## src/rtl/instr_fetch.sv

```systemverilog
// Instruction fetch stage: issues sequential fetches, buffers {pc, instr} in a 2-entry FIFO, handles redirects.
// Optional IF_PERF_CNT_EN enables the saturating backpressure cycle counter on perf_stall_cnt.
module instr_fetch #(
    parameter int PCW = 12,
    parameter int IW  = 32
) (
    input  logic           clk,
    input  logic           rst,
    input  logic [PCW-1:0] pc_q,
    output logic [PCW-1:0] pc_d,
    output logic [PCW-1:0] imem_addr,
    input  logic [IW-1:0]  imem_rdata,
    input  logic           redirect_valid,
    input  logic [PCW-1:0] redirect_target,
    output logic           inst_valid,
    output logic [IW-1:0]  inst_data,
    output logic [PCW-1:0] inst_pc,
    input  logic           inst_ready,
    output logic [15:0]    perf_stall_cnt
);

    typedef enum logic [1:0] {
        S_IDLE,
        S_FETCH,
        S_FLUSH
    } state_e;

    state_e         state_q, state_d;
    logic [1:0]     count_q, count_d;
    logic           inflight_q;
    logic [PCW-1:0] infl_pc_q;
    logic [PCW-1:0] fifo_pc_q   [2];
    logic [PCW-1:0] fifo_pc_d   [2];
    logic [IW-1:0]  fifo_data_q [2];
    logic [IW-1:0]  fifo_data_d [2];

    logic       pop;
    logic       push;
    logic       issue;
    logic [2:0] demand;
    logic [1:0] occ_after_pop;

    assign imem_addr  = pc_q;
    assign inst_valid = (count_q != 2'd0);
    assign inst_pc    = fifo_pc_q[0];
    assign inst_data  = fifo_data_q[0];

    assign pop    = inst_valid && inst_ready;
    // A response arriving in a redirect cycle belongs to the old stream and is dropped.
    assign push   = inflight_q && !redirect_valid;
    assign demand = {1'b0, count_q} + {2'b00, inflight_q} - {2'b00, pop};
    assign issue  = (state_q == S_FETCH) && !redirect_valid && (demand < 3'd2);

    // NOTE: every always_comb output gets a default first so no path can infer a latch.
    always_comb begin
        state_d = state_q;
        unique case (state_q)
            S_IDLE:  state_d = S_FETCH;
            S_FETCH: if (redirect_valid) state_d = S_FLUSH;
            S_FLUSH: if (!redirect_valid) state_d = S_FETCH;
            default: state_d = S_IDLE;
        endcase
    end

    always_comb begin
        if (!rst) begin
            pc_d = '0;
        end else if (redirect_valid) begin
            pc_d = redirect_target;
        end else if (issue) begin
            pc_d = pc_q + PCW'(1);
        end else begin
            pc_d = pc_q;
        end
    end

    always_comb begin
        fifo_pc_d     = fifo_pc_q;
        fifo_data_d   = fifo_data_q;
        occ_after_pop = count_q - {1'b0, pop};
        count_d       = occ_after_pop;
        if (pop) begin
            fifo_pc_d[0]   = fifo_pc_q[1];
            fifo_data_d[0] = fifo_data_q[1];
        end
        if (redirect_valid) begin
            count_d = 2'd0;
        end else if (push) begin
            if (occ_after_pop == 2'd0) begin
                fifo_pc_d[0]   = infl_pc_q;
                fifo_data_d[0] = imem_rdata;
            end else begin
                fifo_pc_d[1]   = infl_pc_q;
                fifo_data_d[1] = imem_rdata;
            end
            count_d = occ_after_pop + 2'd1;
        end
    end

    // NOTE: the FIFO storage is reset too, because the head drives inst_pc/inst_data which must read zero in reset.
    always_ff @(posedge clk or negedge rst) begin
        if (!rst) begin
            state_q     <= S_IDLE;
            count_q     <= 2'd0;
            inflight_q  <= 1'b0;
            infl_pc_q   <= '0;
            fifo_pc_q   <= '{default: '0};
            fifo_data_q <= '{default: '0};
        end else begin
            state_q     <= state_d;
            count_q     <= count_d;
            inflight_q  <= issue;
            infl_pc_q   <= pc_q;
            fifo_pc_q   <= fifo_pc_d;
            fifo_data_q <= fifo_data_d;
        end
    end

`ifdef IF_PERF_CNT_EN
    logic [15:0] stall_cnt_q;

    always_ff @(posedge clk or negedge rst) begin
        if (!rst) begin
            stall_cnt_q <= 16'd0;
        end else if (inst_valid && !inst_ready && (stall_cnt_q != 16'hFFFF)) begin
            stall_cnt_q <= stall_cnt_q + 16'd1;
        end
    end

    assign perf_stall_cnt = stall_cnt_q;
`else
    assign perf_stall_cnt = 16'd0;
`endif

endmodule
```

## config.mk

```make
export PLATFORM = sky130hd
export DESIGN_NAME = instr_fetch
export DESIGN_NICKNAME = d
export VERILOG_FILES = /design/src/rtl/instr_fetch.sv
export SDC_FILE = /design/constraint.sdc
export NUM_CORES = 1
export LEC_CHECK = 0
export ABC_AREA = 1
export BUFFER_PORTS_ARGS = -buffer_cell sky130_fd_sc_hd__buf_2
export CAP_MARGIN = 20
export CORE_ASPECT_RATIO = 1.4
export CORE_MARGIN = 2
export CORE_UTILIZATION = 50
export CTS_CLUSTER_DIAMETER = 200
export DETAILED_ROUTE_END_ITERATION = 16
export PLACE_DENSITY = 0.74
export SYNTH_ARGS = -nofsm -noshare
export SYNTH_HDL_FRONTEND = slang
export SYNTH_SLANG_ARGS = --single-unit
export TNS_END_PERCENT = 5
```

## constraint.sdc

```tcl
create_clock -name clk -period 3 [get_ports clk]
set_clock_uncertainty 0.2 [all_clocks]
set_input_delay 0.45 -clock clk [delete_from_list [all_inputs] [get_ports clk]]
set_output_delay 0.45 -clock clk [all_outputs]
set_load 0.01 [all_outputs]
```

==> out/qor.csv <==
metric;value;unit
outcome;complete, but fails checks;
failing checks;setup timing;
Top Layer Used;met4;
Synth Flop Type;dfrtp_1;
fin crit share;1.08;
Worst slew margin;0.423;
Finished Cell Area;6050;um^2
antenna violations before repair;0;
GRT overflow;0;
drt pass-1 iters;5;
GRT Resource Usage Total;0.194;
Synth Instances;624;
RSZ-0062 raised after global routing;true;
ratio of cells with drive above 1 in the final layout;0.268;
vias per cell;5.03;
largest net degree at the start of global routing;72;
Die Area;11400;um^2
synth warn;0;
Lkg Pwr;3.21;nW
min-delay worst type;in2reg;
Inserted Diodes;0;
Final Worst Setup Slack;-239;ps
post-synthesis sequential area ratio;0.496;
Arr. time, crit path;2590;ps
Die H;126;um
Max Buffers Root-to-Sink;2;
Area Growth Syn to Fin;14.3;%
Max-cap violations;0;
CTS Sinks;105;
vias in the first global route;4015;
met1 wire length;4680;um
Finish-stage setup viols;12;
synthesized area per cell;8.48;um^2
PD cells;988;nW/um^2
Via Count;4228;
clock tree from TritonCTS;done;
Root Driver;clkbuf_16;
Synth area leader;dfrtp_1;
Post-DRT Antenna Nets;0;
final count of pins violating max slew;0;
I/O pins;145;
maximum vdd drop;0.428;mV
total power;5.98;mW
first-pass GRT wire length;18200;um
Routed WL per cell;12.9;um
Hold WS;54.4;ps
maximum clock rate;309;MHz
Layout Nets;761;
post-synth top area share;0.496;
Worst Setup End Kind;primary output;
FP Rows;44;
Placed Cells;814;
Non-Filler Instances;840;
TNS Setup;-2000;ps
flip-flop and latch count after synthesis;105;
ys async rst share;1.00;
crit path kind;reg2out;
IO Port Bufs;128;
CP startpoint kind;flop;
synth top area cells;dfrtp_1, buf_4, nand2_1;
wire length on met2;5270;um
TritonCTS Buffers;9;
Netlist Area Pre-Place;5290;um^2
Area after DPL;5570;um^2
Skew-Pair Late Insertion Delay;350;ps
WL met3;602;um
drt first-iter violations;226;
EDFF count, synth;0;
post-DP HPWL;7070;um
chip width;91.0;um
Hold Crit Depth;1;
CP required;2350;ps
area of the core;10300;um^2
final hold vios;0;
count of cell types in the netlist;30;
# DRC;0;
clock slew at reported path FFs;60;ps
H-tree Lvls;3;
Post-Route WL;10800;um
minimum clock period;3240;ps
worst slew pin tran;866;ps
Reg2Reg Depth;13;
Initial Util;0.511;
Max FO, Critical Path;7;
gpl congestion;0.774;
## worst paths after layout
| path | startpoint | to | slack (ps) |
|---|---|---|---|
| max in group asynchronous | rst | fifo_pc_q[1] | 1240 |
| setup reg to reg | count_q[0] | inst_data[9] | 320 |
| hold / removal | pc_q[11] | infl_pc_q[11] | 50 |
| min in group asynchronous | rst | inst_data[7] | 500 |
| hold reg to reg | fifo_pc_q[4] | fifo_pc_q[4] | 290 |
| setup / recovery | count_q[0] | pc_d[10] | -240 |
## flip-flops by register name, summed over array words and instances (netlist names)
register / flops
inst_pc: 12
count_q: 2
fifo_pc_q: 12
fifo_data_q: 32
infl_pc_q: 12
inflight_q: 1
state_q: 2
inst_data: 32
## cell usage in the layout, fill, tap and decap left out, types with 5 or more instances in the layout
master     netlist  final
dfrtp_1        105    105
nand2_2          5      6
nand3_2          3      5
clkbuf_16        0      9
inv_1           73     73
o22ai_1         44     44
o21ai_0         52     52
o21ai_1         46     44
a21oi_1          5      5
buf_4           75     13
nor2_1          60     58
conb_1           1     16
nand3_1         13     11
nand2_1         88     85
buf_2           14    127
## layout make-up
| class | instances | area, um^2 |
|---|---|---|
| Fill cell | 914 | 4300 |
| Sequential cell | 105 | 2630 |
| Multi-Input combinational cell | 354 | 1770 |
| Timing Repair Buffer | 149 | 885 |
| Inverter | 78 | 298 |
| Clock buffer | 15 | 288 |
| Tap cell | 138 | 173 |
| Clock inverter | 1 | 7.51 |
## report_power, final
group          leakage, nW  switching (mW)  internal (mW)  total, mW
logic                 1.81            1.40           1.06       2.47
clock network        0.142           0.482          0.654       1.14
registers             1.26           0.322           2.06       2.38
total                 3.21            2.21           3.77       5.98
## per-stage QoR
step / worst slack (ps) / utilization
after global routing: -388 / 0.585
after floorplan: 56.2 / -
after global placement: 73.5 / 0.539
after CTS: -239 / 0.579
final: -239 / 0.585
after detailed placement: 6.35 / 0.539
## worst max-delay path: stages, from the launching register on
cell and delay [ps]:
dfrtp_1 390, inv_2 90, nand2_4 50, nand2_4 90
inv_4 40, nor2_4 80, o21ai_2 60, fa_1 530
nand3_2 90, nor2_4 160, buf_6 130, buf_12 110
nand3_2 70, nand2_2 80, nand3_1 60, nand2_1 60
inv_1 30, buf_2 120
## timing repair
item / CTS / global route
buffers inserted: 5 / 2
cloned: 1 / 0
pin swaps: 5 / 8
hold buffers: 2 / 0
endpoints found under the hold margin: 34 / 0
endpoints found under the setup margin: 12 / 12
gates resized for setup: 6 / 11
## Yosys cell counts, types with 2 or more instances
cell type,instances
o22ai_1,44
inv_2,4
dfrtp_1,105
nor2_1,60
nand3_1,13
nor3_1,2
xor2_1,2
a21oi_1,5
nand3_2,3
nand2_1,88
nand2_2,5
clkbuf_1,10
nand4_1,4
buf_6,2
ha_1,3
buf_4,75
a31oi_1,4
buf_2,14
o21ai_0,52
nor2_4,2
inv_1,73
o21ai_1,46
## kinds of logic (layout without fill, tap and decap cells)
kind of cell,count (synthesis),after routing,synth area share
AO/OA/AOI/OAI,152,152,0.156
adder cells (fa/ha/maj),4,4,0.0109
other,1,16,0.000709
flip-flops,105,105,0.496
buffers and inverters,180,243,0.188
XOR/XNOR,2,2,0.00331
AND/OR/NAND/NOR,180,180,0.145
## per-layer routing
layer  up-vias  track usage
li1       2080            -
met1      1973        0.246
met2       155        0.321
met3        20       0.0377
met4         0       0.0927
met5         -            0
No activity file was read; power rests on OpenSTA's default activity.
